<file path="src/rtl/cic_pkg.sv">
// Shared definitions for the CIC decimator: internal width rule, order limit
// and the decimation-ratio clamp.
package cic_pkg;

  localparam int ORDER_MAX = 6;

  // Register growth: ORDER stages each gaining at most RLOG2_MAX bits.
  function automatic int cic_bw(input int dw, input int order, input int rlog2_max);
    return dw + order * rlog2_max;
  endfunction

  function automatic int cic_order(input int order);
    if (order < 1)
      return 1;
    else if (order > ORDER_MAX)
      return ORDER_MAX;
    else
      return order;
  endfunction

  function automatic int clamp_os(input int os, input int rlog2_max);
    return (os > rlog2_max) ? rlog2_max : os;
  endfunction

endpackage

</file>
<file path="src/rtl/cic_comb_stage.sv">
// One CIC comb stage: registered first difference (M=1) advanced only on enable.
module cic_comb_stage #(
  parameter int BW = 28
) (
  input  logic                 clk,
  input  logic                 reset_n,
  input  logic                 clear,
  input  logic                 en,
  input  logic signed [BW-1:0] sample,
  output logic signed [BW-1:0] diff
);

  logic signed [BW-1:0] delayed;

  always_ff @(posedge clk or negedge reset_n) begin
    if (!reset_n) begin
      delayed <= '0;
      diff    <= '0;
    end else if (clear) begin
      delayed <= '0;
      diff    <= '0;
    end else if (en) begin
      diff    <= sample - delayed;
      delayed <= sample;
    end
  end

endmodule

</file>
<file path="src/rtl/cic_decimator.sv">
// CIC decimator, R = 2**os_sel, gain-normalised output.
// Define CIC_ROUND_SAT_EN for round-half-up and saturation; otherwise truncating shift.
module cic_decimator
  import cic_pkg::*;
#(
  parameter int DW        = 16,
  parameter int ORDER     = 3,
  parameter int RLOG2_MAX = 4
) (
  input  logic                             clk,
  input  logic                             reset_n,
  input  logic [$clog2(RLOG2_MAX+1)-1:0]   os_sel,
  input  logic                             in_valid,
  input  logic signed [DW-1:0]             data_in,
  output logic                             out_valid,
  output logic signed [DW-1:0]             data_out
);

  localparam int N   = cic_order(ORDER);
  localparam int BW  = cic_bw(DW, N, RLOG2_MAX);
  localparam int SW  = $clog2(RLOG2_MAX + 1);
  localparam int CW  = (RLOG2_MAX < 1) ? 1 : RLOG2_MAX;
  localparam int SHW = (N * RLOG2_MAX < 1) ? 1 : $clog2(N * RLOG2_MAX + 1);

  logic [SW-1:0]        os_eff;
  logic [SW-1:0]        os_prev;
  logic                 os_known;
  logic                 clear;
  logic                 accept;
  logic                 strobe;
  logic [CW-1:0]        phase;
  logic [CW-1:0]        last_phase;
  logic [SHW-1:0]       shamt;
  logic [N-1:0]         vpipe;
  logic signed [BW-1:0] din_ext;
  logic signed [BW-1:0] comb_last;
  logic signed [DW-1:0] data_next;

  assign os_eff     = SW'(clamp_os(int'(os_sel), RLOG2_MAX));
  assign last_phase = CW'((1 << os_eff) - 1);
  assign shamt      = SHW'(N * int'(os_eff));
  assign din_ext    = {{(BW-DW){data_in[DW-1]}}, data_in};

  // os_known keeps the first cycle after reset from looking like a ratio change.
  always_ff @(posedge clk or negedge reset_n) begin
    if (!reset_n) begin
      os_prev  <= '0;
      os_known <= 1'b0;
    end else begin
      os_prev  <= os_sel;
      os_known <= 1'b1;
    end
  end

  assign clear  = os_known && (os_sel != os_prev);
  assign accept = in_valid && !clear;
  assign strobe = accept && (phase == last_phase);

  always_ff @(posedge clk or negedge reset_n) begin
    if (!reset_n)
      phase <= '0;
    else if (clear)
      phase <= '0;
    else if (accept)
      phase <= strobe ? '0 : phase + CW'(1);
  end

  // Integrators chain combinationally so the strobe sample is already included
  // in the value handed to the first comb.
  for (genvar k = 0; k < N; k++) begin : g_int
    logic signed [BW-1:0] acc;
    logic signed [BW-1:0] acc_nxt;

    if (k == 0) begin : g_head
      assign acc_nxt = acc + din_ext;
    end else begin : g_tail
      assign acc_nxt = acc + g_int[k-1].acc_nxt;
    end

    always_ff @(posedge clk or negedge reset_n) begin
      if (!reset_n)
        acc <= '0;
      else if (clear)
        acc <= '0;
      else if (accept)
        acc <= acc_nxt;
    end
  end

  always_ff @(posedge clk or negedge reset_n) begin
    if (!reset_n)
      vpipe <= '0;
    else if (clear)
      vpipe <= '0;
    else
      vpipe <= (vpipe << 1) | N'(strobe);
  end

  for (genvar k = 0; k < N; k++) begin : g_comb
    logic signed [BW-1:0] sample;
    logic signed [BW-1:0] diff;
    logic                 en;

    if (k == 0) begin : g_head
      assign sample = g_int[N-1].acc_nxt;
      assign en     = strobe;
    end else begin : g_tail
      assign sample = g_comb[k-1].diff;
      assign en     = vpipe[k-1];
    end

    cic_comb_stage #(.BW(BW)) u_stage (
      .clk     (clk),
      .reset_n (reset_n),
      .clear   (clear),
      .en      (en),
      .sample  (sample),
      .diff    (diff)
    );
  end

  assign comb_last = g_comb[N-1].diff;

`ifdef CIC_ROUND_SAT_EN
  localparam logic signed [BW:0] SAT_HI = {{(BW-DW+2){1'b0}}, {(DW-1){1'b1}}};
  localparam logic signed [BW:0] SAT_LO = ~SAT_HI;

  logic        [BW:0] bias;
  logic signed [BW:0] biased;
  logic signed [BW:0] scaled;

  // One extra bit so the rounding bias can never wrap the comb result.
  always_comb begin
    bias   = ((BW+1)'(1) << shamt) >> 1;
    biased = {comb_last[BW-1], comb_last} + $signed(bias);
    scaled = biased >>> shamt;
    if (scaled > SAT_HI)
      data_next = SAT_HI[DW-1:0];
    else if (scaled < SAT_LO)
      data_next = SAT_LO[DW-1:0];
    else
      data_next = scaled[DW-1:0];
  end
`else
  assign data_next = DW'(comb_last >>> shamt);
`endif

  // data_out is only loaded on a pulse, so it holds between pulses and across clears.
  always_ff @(posedge clk or negedge reset_n) begin
    if (!reset_n) begin
      out_valid <= 1'b0;
      data_out  <= '0;
    end else begin
      out_valid <= vpipe[N-1] && !clear;
      if (vpipe[N-1] && !clear)
        data_out <= data_next;
    end
  end

endmodule
</file>
<file path="config.mk">
export PLATFORM = sky130hd
export DESIGN_NAME = cic_decimator
export DESIGN_NICKNAME = d
export VERILOG_FILES = /design/src/rtl/cic_pkg.sv /design/src/rtl/cic_comb_stage.sv /design/src/rtl/cic_decimator.sv
export SDC_FILE = /design/constraint.sdc
export NUM_CORES = 1
export LEC_CHECK = 0
export ABC_AREA = 1
export CAP_MARGIN = 25
export CORE_ASPECT_RATIO = 0.8
export CORE_UTILIZATION = 25
export DETAILED_ROUTE_END_ITERATION = 8
export DONT_BUFFER_PORTS = 1
export PLACE_DENSITY_LB_ADDON = 0.3
export SYNTH_ARGS = -nofsm -noshare
export SYNTH_HDL_FRONTEND = slang
export SYNTH_SLANG_ARGS = --single-unit
export TNS_END_PERCENT = 5
</file>
<file path="constraint.sdc">
create_clock -name clk -period 5.9 [get_ports clk]
set_input_delay 1.18 -clock clk [delete_from_list [all_inputs] [get_ports clk]]
set_output_delay 1.18 -clock clk [all_outputs]
set_load 0.005 [all_outputs]
</file>
Word-level counts from Yosys, hierarchy flattened
Index checks and enable logic that the tools add are counted.
- add/sub/neg operators: 8
- div/mod/pow operators: 0
- muxes and demuxes: 23
- magnitude comparators: 1
- shift operators: 2
- reduce and logical (&&, ||, !) cells: 9
- bitwise operators: 1
- multiply operators: 1
- eq/ne operators: 2
- operators by type and width (operator ; number):
    $mux 28 ; 18
    $sub 28x28->28 ; 3
    $add 28x28->28 ; 2
    $add 28x16->28 ; 1
    $sshr 28x4->16 ; 1
    $mux 4 ; 3
    $reduce_bool 2->1 ; 4
    $mux 3 ; 2
    $add 4x1->4 const B ; 1
    $eq 4x4->1 ; 1
    $logic_and 1x1->1 ; 4
    $mul 2x3->4 const A ; 1
    $shl 1x3->4 const A ; 1
    $sub 4x2->4 const B ; 1
    $gt 3x3->1 const B ; 1
    $ne 3x3->1 ; 1
    $or 3x1->3 ; 1
    $logic_not 1->1 ; 1
- bits in read-only memories: 0
- word-level logic and storage cells: 62
- memory bits (writable): 0
- input port bits: 22
- register bits after elaboration: 280
- memories: 0
- bits in latches: 0

Depth between registers and ports, before layout
Gate-level depths: netlist of the first run.
- depth in word-level cells: 9
- depth in mapped cells: 42
- depth with buffers taken out: 42

Cells and area by module
A second synthesis of the first run with hierarchy kept.
- cells, all modules: 3202
- area, all modules: 22207.5 µm²
- by module, submodules not included (module ; area each (µm²) ; cells an instance ; times used):
    cic_comb_stage ; 4187.8 ; 639 ; 3
    cic_decimator ; 9644.2 ; 1285 ; 1

Worst setup path before layout of the first run
Ideal clock, no wire load.
- kind: input to register
- start: in data_in[0]
- end: reg g_comb[0].u_stage.diff[26]
- slack: -660 ps
- path buffers: 0
- arrival time: 6434 ps
- setup time: 126 ps
- stages on the path: 36
- data required time: 5774 ps
- cells stage by stage: ha_1 -> fa_1 -> nand3_1 -> nand2_1 -> or2_2 -> nand2_1 -> inv_1 -> ha_1 -> a21oi_1 -> a21boi_0 -> o21ai_0 -> a31o_2 -> xnor2_1 -> inv_1 -> ha_1 -> nand2_1 -> inv_1 -> a21boi_0 -> nand2_1 -> o21bai_2 -> a21oi_2 -> o21ai_2 -> nand2_1 -> nand2_1 -> xnor2_1 -> inv_1 -> ha_1 -> a21o_1 -> a221oi_1 -> nand3_1 -> nand2_1 -> nand2_1 -> a21oi_1 -> nand2_1 -> nand2_1 -> o22ai_2
- cells in the longest elaborated chain, start to end: 6
- RTL lines (element ; RTL line ; text):
    from (decl) ; cic_decimator.sv:14 ; input logic signed [DW-1:0] data_in,
    $add 28x16->28 ; cic_decimator.sv:75 ; assign acc_nxt = acc + din_ext;
    $add 28x28->28 (2 in series) ; cic_decimator.sv:77 ; assign acc_nxt = acc + g_int[k-1].acc_nxt;
    $sub 28x28->28 ; cic_comb_stage.sv:23 ; diff <= sample - delayed;
    $mux 28 ; cic_comb_stage.sv:22 ; end else if (en) begin
    $mux 28 ; cic_comb_stage.sv:19 ; end else if (clear) begin
    to (signal assigned) ; cic_comb_stage.sv:23 ;
    to (decl) ; cic_comb_stage.sv:10 ; output logic signed [BW-1:0] diff
Every way passes these cells. The select of a mux whose other input is x is not followed.
A chain may end at the register's enable or synchronous reset.

Worst setup path after layout of the first run
- start: in data_in[0]
- end: reg g_comb[0].u_stage.diff[27]
The elaborated chain is that of the path after synthesis.

==> metrics.txt, run 1 <==
status=finished with violations; failing checks=design-rule violations, negative setup slack; max-cap viol count=0; Clock Tree Buf Depth=3; die height=between 200 and 300 µm; syn nets=2,694; DRT Pass-1 Iters=7; I/O Buffers=0; r2r endpoint=g_comb[0].u_stage.diff[27]; clk_lat worst skew=~0.57 ns; Primary FF master, synth=dfrtp_1; DP Wirelength=40,300 µm; Setup-failing EPs final=6; Crit. End Element=flip-flop; DR iter-0 viols=~1,200; r2r setup slk=-0.15 ns; initial core utilization=0.254; crit path kind=primary input to flip-flop; post-route ant nets=0; cts bufs inserted=35; CP max FO=5; Unique masters post-synth=67; register area share after synthesis=0.357; Critical-path top delay cell=ha_2; number of diodes=0; slowest stage delay, CP=roughly 0.36 ns; Max Slew Vio Count=0; Root Driver=clkbuf_16; worst endpoint required time=6.33 ns; Worst Setup Start Kind=primary input; fillers=8,136; cell mode on critical path=nand2_2; most frequent cells in the layout=nand2_1, buf_4, inv_1, dfrtp_1, o21ai_0; initial antenna violation count=0; Hold WC Path Type=primary input to async pin; post-route cell area=0.0256 mm²; Final Net Count=slightly above 3,000; Vias=around 18,000; DRC Markers=5; r2r startpoint=g_int[0].acc[0]; routed len/inst=approximately 15 µm; fin crit share=1.06; CTS tree=done; most common cell after layout, fill and taps aside=nand2_1; Syn Std Cell Area=between 0.015 and 0.02 mm²; layout cells sized above 1=0.243; Max-slew headroom=0.370; R2R depth=39; Area Overhead vs Synth=30.2%; EDFF count, synth=0; final worst slack=-0.328 ns; pin count of the biggest net entering global routing=281; fin crit period=6.23 ns; last element of the critical path=g_comb[0].u_stage.diff[27]; I/O pins=39; clock skew=0.0291 ns; placed inst area=0.0233 mm²; CTS Sinks=280; die width=315 µm; gr usage total=0.143; Synth Area per Inst=7.88 µm²; start point of the critical path=data_in[0]; Detailed Route WL=56,300 µm; fmax=161 MHz; Final Wtd Congestion=0.826; FF+latch count, synth=280; vias in the first global route=between 15,000 and 20,000; global-route wire length before repair=93,500 µm; Die ar.=between 0.07 and 0.08 mm²; Slew @ Worst Pin=about 0.94 ns; post-synthesis async set-or-reset flop share=1.00; Cell Rows=91; Synth Warn #=0; RSZ-0062 raised after global routing=yes; DR vias/cell=4.57; H-Tree Depth=2; Critical Path AT=6.66 ns; Final Hold Viols=0; Clk pin slew, worst setup/hold paths=0.06 ns; Core ar.=slightly below 0.08 mm²; cell count after synthesis=2,493; GRT overflow=0; hold_buf cts=0
-- per-stage QoR --
step | TNS [ns] | worst slack (ns) | hold slack [ns] | utilization | std cells
after detailed placement | -18.28 | -1.39 | 0.482 | 0.301 | 3777
final | -1.18 | -0.328 | 0.344 | 0.330 | 3880
after CTS | -1.74 | -0.350 | 0.290 | 0.323 | 3864
after global placement | -18.13 | -1.49 | 0.475 | 0.301 | 3777
after global routing | -5.13 | -0.599 | 0.309 | 0.330 | 3880
after floorplan | -1.82 | -0.357 | 0.453 | - | 2493
-- logic make-up (layout without fill, tap and decap cells) --
family,after synthesis,in the layout,share of synthesized area
compound gates,733,733,0.228
xor+xnor,100,100,0.0453
fa+ha+maj,179,179,0.116
buf+inv,446,810,0.0884
flops,280,280,0.357
mux,1,1,0.000509
other cells,1,1,0.000191
simple gates,753,753,0.165
-- Yosys cell counts, drive strengths merged, types with 17 or more instances --
library cell	instances	share of area
a21o	18	0.0069
a21oi	201	0.055
a22o	39	0.017
a31oi	17	0.0057
buf	42	0.011
clkbuf	30	0.0057
dfrtp	280	0.36
ha	173	0.11
inv	373	0.071
nand2	460	0.090
nand3	94	0.028
nor2	148	0.031
o21ai	255	0.067
o22ai	119	0.039
xnor2	39	0.017
xor2	61	0.028
-- layer usage --
| metal | GRT usage | vias up | share of wire |
|---|---|---|---|
| met3 | 0.0204 | 39 | 0.036 |
| li1 | - | 9132 | - |
| met1 | 0.228 | 8336 | 0.56 |
| met5 | 0 | - | 0 |
| met2 | 0.199 | 206 | 0.39 |
| met4 | 0.0261 | 0 | 0.011 |
-- how the worst min path moves through the flow --
stage	startpoint	to	slack [ns]	cells after the start
global route	reset_n	phase[2]	0.31	0
floorplan	g_int[0].acc[24]	g_int[0].acc[24]	0.45	2
CTS	reset_n	g_comb[2].u_stage.diff[4]	0.29	0
global placement	g_int[2].acc[0]	g_int[2].acc[0]	0.47	2
detailed placement	g_int[0].acc[24]	g_int[0].acc[24]	0.48	2
finish	reset_n	phase[0]	0.34	0
-- layout make-up --
class / count / area (µm²) / share of cell area
clock buffers: 48 / 965 / 0.0377
well taps: 1023 / 1280 / 0.0500
repair buffers: 375 / 2860 / 0.112
multi-input cells: 1767 / 12000 / 0.467
inverters: 374 / 1400 / 0.0549
clock inverters: 13 / 110 / 0.00430
flip-flops and latches: 280 / 7010 / 0.274
-- worst max-delay path: cells and delay by family --
kind / cells / cell delay, ns
adders and majority gates: 5 / 1.40
xor gates and xnor gates: 3 / 0.67
and+or+nand+nor: 14 / 1.14
AOI/OAI and AO/OA: 10 / 1.62
buffers and inverters: 7 / 0.65
-- state kept, by name (all words and copies together), names as in the netlist --
| name | flops |
|---|---|
| data_out | 16 |
| phase | 4 |
| out_valid | 1 |
| g_comb.u_stage.delayed | 84 |
| g_int.acc | 84 |
| os_known | 1 |
| os_prev | 3 |
| vpipe | 3 |
| g_comb.u_stage.diff | 84 |
-- repair_timing --
action | 4_1_cts | 5_1_grt
pin swaps | 59 | 60
resized for setup | 95 | 85
setup buffers | 26 | 15
setup endpoints to repair | 16 | 19
Power of run 1 is left out: the tool's default activity adds up to more than one toggle a clock period on the data nets, which glitch-free logic cannot reach.
==> run 2: changes to the inputs <==
--- a/config.mk
+++ b/config.mk
@@ -6,12 +6,13 @@
 export NUM_CORES = 1
 export LEC_CHECK = 0
 export ABC_AREA = 1
+export BUFFER_PORTS_ARGS = -buffer_cell sky130_fd_sc_hd__buf_2
 export CAP_MARGIN = 25
 export CORE_ASPECT_RATIO = 0.8
 export CORE_UTILIZATION = 25
 export DETAILED_ROUTE_END_ITERATION = 8
-export DONT_BUFFER_PORTS = 1
 export PLACE_DENSITY_LB_ADDON = 0.3
+export RECOVER_POWER = 25
 export SYNTH_ARGS = -nofsm -noshare
 export SYNTH_HDL_FRONTEND = slang
 export SYNTH_SLANG_ARGS = --single-unit
==> constraint.sdc (replaced) <==
create_clock -name clk -period 5.8 [get_ports clk]
set_input_delay 1.16 -clock clk [delete_from_list [all_inputs] [get_ports clk]]
set_output_delay 1.16 -clock clk [all_outputs]
set_load 0.005 [all_outputs]
==> metrics.txt, run 2 (same netlist as run 1, synthesis figures left out) <==
Setup-failing EPs final=9 (was 6); Hold WC Path Type=flip-flop to flip-flop (was primary input to async pin); DRC Markers=4 (was 5); H-Tree Depth=2 (unchanged); post-route cell area=0.0261 mm² (was 0.0256 mm²); Core ar.=0.0774 mm² (unchanged); crit path kind=primary input to flip-flop (unchanged); post-route ant nets=0 (unchanged); HP Start=data_out[12]; fin crit share=1.06; number of diodes=0 (unchanged); hold endpoint=data_out[12]; DRT Pass-1 Iters=9 (was 7); clock skew=0.0386 ns (was 0.0291 ns); fmax=163 MHz; max-cap viol count=1 (was 0); pin count of the biggest net entering global routing=109 (was 281); layout cells sized above 1=0.259 (was 0.243); cell mode on critical path=nand2_2 (unchanged); Crit path buffers/inverters=8 (was 7); GRT overflow=0 (unchanged); die height=253 µm (unchanged); Die ar.=0.0797 mm² (unchanged); global-route wire length before repair=94,100 µm (was 93,500 µm); Critical-path top delay cell=ha_1 (was ha_2); fillers=8,113 (was 8,136); routed len/inst=14.7 µm (was 14.5 µm); failing checks=design-rule violations, max-capacitance violations, max-slew violations, negative setup slack (was design-rule violations, negative setup slack); DP Wirelength=40,900 µm (was 40,300 µm); hold depth=2; fin crit period=6.13 ns; RSZ-0062 raised after global routing=yes (unchanged); clk_lat worst skew=0.57 ns (about the same); Vias=18,000 (was 17,700); slowest stage delay, CP=0.36 ns (about the same); Critical Path AT=6.55 ns (was 6.66 ns); Clock Tree Buf Depth=3 (unchanged); R2R depth=38 (was 39); Slew @ Worst Pin=4.58 ns (was 0.941 ns); I/O Buffers=38 (was 0); final worst slack=-0.332 ns (was -0.328 ns); Final Net Count=3,073 (was 3,034); CP max FO=4 (was 5); pre-CTS WS=-1.34 ns (was -1.39 ns); r2r setup slk=-0.07 ns (was -0.15 ns); cts bufs inserted=35 (unchanged); Worst Setup Start Kind=primary input (unchanged); CTS tree=done (unchanged); hold_buf cts=0 (unchanged); Final Hold Viols=0 (unchanged); Crit. End Element=flip-flop (unchanged); Area Overhead vs Synth=32.9% (was 30.2%); r2r startpoint=g_int[0].acc[0] (unchanged); Clk pin slew, worst setup/hold paths=0.06 ns (about the same); initial core utilization=0.254 (unchanged); vias in the first global route=17,400 (was 17,500); die width=315 µm (unchanged); Max-slew headroom=-2.05 (was 0.370); DR iter-0 viols=1,245 (was 1,185); Root Driver=clkbuf_16 (unchanged); most frequent cells in the layout=nand2_1, buf_4, inv_1, dfrtp_1, o21ai_0 (unchanged); placed inst area=0.0235 mm² (was 0.0233 mm²); Top Registers=g_comb.u_stage.delayed x84, g_comb.u_stage.diff x84, g_int.acc x84 (unchanged); DR vias/cell=4.58 (was 4.57); cell family with most CP delay=compound AO/OA/AOI/OAI gates (unchanged); Final Wtd Congestion=0.844 (was 0.826); Detailed Route WL=57,500 µm (was 56,300 µm); CTS Sinks=280 (unchanged); r2r endpoint=g_comb[0].u_stage.diff[26] (was g_comb[0].u_stage.diff[27]); status=finished with violations (unchanged); initial antenna violation count=1 (was 0); Cell Rows=91 (unchanged); Max Slew Vio Count=82 (was 0); I/O pins=39 (unchanged); gr usage total=0.144 (was 0.143); most common cell after layout, fill and taps aside=nand2_1 (unchanged); worst endpoint required time=6.22 ns (was 6.33 ns)
-- run 2: changes by cell type in the layout (fill, tap and decap cells not counted), sizes merged --
cell      before  now
clkinv        12   11
clkinvlp       2    1
clkbuf        48   55
bufinv         0    2
inv          373  372
buf          375  409
-- run 2: metal layers --
metal / global-route usage / share of wire
met1: 0.231 / 0.56
met2: 0.197 / 0.39
met5: 0 / 0
met4: 0.0294 / 0.013
met3: 0.0202 / 0.037
-- run 2: repair_timing --
item,CTS,global route
cloned,0,0
resized for setup,89,123
buffers inserted,22,19
pin swaps,47,85
endpoints found under the setup margin,16,21
-- run 2: stage by stage --
step                 util  hold slack (ns)  TNS (ns)  instances
finish              0.337            0.472     -1.85       3920
global route        0.337            0.508    -11.52       3920
CTS                 0.327            0.478     -2.97       3899
detailed placement  0.303            0.461    -21.24       3815
global placement    0.303            0.459    -21.84       3814
floorplan               -            0.453     -2.61       2493
-- run 2: worst max path at each step --
stage | cells past startpoint | slack, ns | from | to
after floorplan | 40 | -0.44 | data_in[0] | g_comb[0].u_stage.diff[26]
after global placement | 36 | -1.33 | data_in[0] | g_comb[0].u_stage.diff[26]
after detailed placement | 36 | -1.34 | data_in[0] | g_comb[0].u_stage.diff[26]
after CTS | 43 | -0.45 | data_in[0] | g_comb[0].u_stage.diff[27]
after global routing | 40 | -0.67 | data_in[0] | g_comb[0].u_stage.diff[27]
final | 39 | -0.33 | data_in[0] | g_comb[0].u_stage.diff[26]
-- run 2: layout make-up --
class	count	area (µm²)	area share
clock buffers	50	1030	0.0395
clock inverters	12	153	0.00584
inverters	374	1410	0.0538
multi-input cells	1767	12200	0.466
flip-flops and latches	280	7010	0.268
well taps	1023	1280	0.0490
repair buffers	414	3080	0.118
-- run 2: worst register-to-register path: cells and delay by family, from the launching register on --
family	cells	cell delay [ns]
simple gates	14	1.15
compound gates	9	1.46
xor+xnor	3	0.50
buf+inv	7	0.81
flops	1	0.41
fa+ha+maj	5	1.42
Power of run 2 is left out for the same reason.
==> run 3: changes to the inputs <==
--- a/config.mk
+++ b/config.mk
@@ -5,9 +5,10 @@
 export SDC_FILE = /design/constraint.sdc
 export NUM_CORES = 1
 export LEC_CHECK = 0
-export ABC_AREA = 1
 export BUFFER_PORTS_ARGS = -buffer_cell sky130_fd_sc_hd__buf_2
 export CAP_MARGIN = 25
+export CELL_PAD_IN_SITES_DETAIL_PLACEMENT = 0
+export CELL_PAD_IN_SITES_GLOBAL_PLACEMENT = 1
 export CORE_ASPECT_RATIO = 0.8
 export CORE_UTILIZATION = 25
 export DETAILED_ROUTE_END_ITERATION = 8
==> metrics.txt, run 3 <==
clock skew=0.0347 ns (was 0.0386 ns); Root Driver=clkbuf_16 (unchanged); post-synth top area share=0.354 (was 0.357); pin count of the biggest net entering global routing=142 (was 109); I/O Buffers=38 (unchanged); number of diodes=0 (unchanged); Detailed Route WL=49,000 µm (was 57,500 µm); Vias=15,900 (was 18,000); r2r startpoint=g_int[0].acc[0] (unchanged); most common cell after layout, fill and taps aside=buf_4 (was nand2_1); Slew @ Worst Pin=3.13 ns (was 4.58 ns); initial core utilization=0.255 (was 0.254); Clk pin slew, worst setup/hold paths=0.06 ns (about the same); EDFF count, synth=0 (unchanged); vias in the first global route=15,800 (was 17,400); placed cell count=3,433 (was 3,815); start point of the critical path=data_in[0] (unchanged); Layout Utilization=0.325 (was 0.337); fmax=131 MHz (was 163 MHz); DP Wirelength=35,400 µm (was 40,900 µm); Area Overhead vs Synth=27.5% (was 32.9%); DRT Pass-1 Iters=5 (was 9); Clock Tree Buf Depth=3 (unchanged); r2r setup slk=-1.55 ns (was -0.07 ns); hold_buf cts=0 (unchanged); Crit. End Element=flip-flop (unchanged); slowest stage delay, CP=0.38 ns (was 0.36 ns); Synth Area per Inst=9.17 µm² (was 7.88 µm²); Top Registers=g_comb.u_stage.delayed x84, g_comb.u_stage.diff x84, g_int.acc x84 (unchanged); Primary FF master, synth=dfrtp_1 (unchanged); Syn Std Cell Area=0.0198 mm² (was 0.0197 mm²); Unique masters post-synth=75 (was 67); Hold WC Path Type=flip-flop to flip-flop (unchanged); cell count after synthesis=2,160 (was 2,493); most frequent cells in the layout=buf_4, nor2_1, dfrtp_1, mux2i_1, ha_1 (was nand2_1, buf_4, inv_1, dfrtp_1, o21ai_0); post-synthesis async set-or-reset flop share=1.00 (unchanged); fin crit period=7.62 ns (was 6.13 ns); final std cells w/o fill=3,511 (was 3,920); Synth Warn #=0 (unchanged); DR iter-0 viols=814 (was 1,245); Max Slew Vio Count=119 (was 82); initial antenna violation count=0 (was 1); crit path kind=primary input to flip-flop (unchanged); status=finished with violations (unchanged); global-route wire length before repair=82,600 µm (was 94,100 µm); Setup-failing EPs final=34 (was 9); last element of the critical path=g_comb[0].u_stage.diff[24] (was g_comb[0].u_stage.diff[26]); Cell Rows=91 (unchanged); CP max FO=3 (was 4); Core ar.=0.0778 mm² (was 0.0774 mm²); DR vias/cell=4.53 (was 4.58); gr usage total=0.124 (was 0.144); Critical Path AT=8.04 ns (was 6.55 ns); max-cap viol count=1 (unchanged); FF+latch count, synth=280 (unchanged); R2R depth=36 (was 38); H-Tree Depth=2 (unchanged); Final Hold Viols=0 (unchanged); cell mode on critical path=a21o_1 (was nand2_2); die width=317 µm (was 315 µm); Die ar.=0.0803 mm² (was 0.0797 mm²); clk_lat worst skew=0.55 ns (was 0.57 ns); routed len/inst=14.0 µm (was 14.7 µm); cts bufs inserted=35 (unchanged); r2r endpoint=g_comb[0].u_stage.diff[24] (was g_comb[0].u_stage.diff[26]); Commonest cells post-synth=dfrtp_1, nor2_1, mux2i_1 (was nand2_1, inv_1, dfrtp_1); Final Wtd Congestion=0.842 (was 0.844); failing checks=max-capacitance violations, max-slew violations, negative setup slack (was design-rule violations, max-capacitance violations, max-slew violations, negative setup slack); GRT overflow=0 (unchanged); post-route ant nets=0 (unchanged); Critical-path top delay cell=or3_4 (was ha_1); fillers=8,028 (was 8,113); count leader, synth=dfrtp_1 (was nand2_1); fin crit share=1.31 (was 1.06); CTS tree=done (unchanged); Final Net Count=2,665 (was 3,073); Max-slew headroom=-1.08 (was -2.05); top cells by area, synth=dfrtp_1, mux2i_1, ha_1 (was dfrtp_1, ha_1, nand2_1); die height=254 µm (was 253 µm); Worst Setup Start Kind=primary input (unchanged); DRC Markers=0 (was 4); register area share after synthesis=0.354 (was 0.357); final worst slack=-1.82 ns (was -0.332 ns); CTS Sinks=280 (unchanged); syn nets=2,361 (was 2,694); I/O pins=39 (unchanged); worst endpoint required time=6.22 ns (about the same); RSZ-0062 raised after global routing=yes (unchanged); Yosys top cell by area=dfrtp_1 (unchanged); layout cells sized above 1=0.219 (was 0.259)
-- run 3: cell type report --
class / count / area [µm²] / share of cell area
clock buffers: 52 / 1060 / 0.0421
clock inverters: 9 / 150 / 0.00595
inverters: 129 / 484 / 0.0192
multi-input cells: 1662 / 12600 / 0.499
flip-flops and latches: 280 / 7010 / 0.278
well taps: 1023 / 1280 / 0.0507
repair buffers: 356 / 2660 / 0.105
-- run 3: per-stage QoR --
step                setup WS (ns)  TNS (ns)  cell area [µm²]  hold WS [ns]
finish                      -1.82    -23.51            25200         0.470
global route                -2.17    -35.74            25200         0.495
CTS                         -1.94    -24.34            25000         0.426
detailed placement          -2.63    -60.35            23400         0.466
global placement            -2.58    -57.72            23300         0.463
floorplan                   -2.03    -26.27            19900         0.468
-- run 3: how the worst min path moves through the flow --
stage | to | slack (ns) | start | cells after the start
6_report | data_out[13] | 0.47 | data_out[13] | 2
5_1_grt | data_out[13] | 0.50 | data_out[13] | 2
4_1_cts | g_comb[2].u_stage.diff[16] | 0.43 | reset_n | 1
3_3_place_gp | data_out[6] | 0.46 | data_out[6] | 1
2_1_floorplan | g_comb[0].u_stage.delayed[12] | 0.47 | g_comb[0].u_stage.delayed[12] | 2
3_5_place_dp | data_out[13] | 0.47 | data_out[13] | 2
-- run 3: cells by family after synthesis --
family          Yosys count  synth area share
simple gates            568             0.128
compound gates          517             0.167
flops                   280             0.354
mux                     238             0.122
buf+inv                 218            0.0430
fa+ha+maj               179             0.115
xor+xnor                159            0.0703
other cells               1          0.000189
-- run 3: worst max-delay path: cells and delay by family --
family	cells	cell delay, ns
AO/OA/AOI/OAI	22	3.92
adder cells (fa/ha/maj)	5	1.36
XOR/XNOR	4	0.63
buffers and inverters	1	0.09
AND/OR/NAND/NOR	5	0.85
-- run 3: routing by layer --
layer | routed length, µm | vias to the layer above | track usage
met4 | 624 | 0 | 0.0246
met1 | 26800 | 7526 | 0.188
met2 | 20300 | 134 | 0.183
li1 | - | 8214 | -
met5 | 0 | - | 0
met3 | 1280 | 44 | 0.0179
-- run 3: what timing repair did --
item / CTS / global route
gates resized for setup: 62 / 47
endpoints found under the setup margin: 42 / 46
pin swaps: 47 / 35
setup buffers: 12 / 5
Power of run 3 is left out for the same reason.
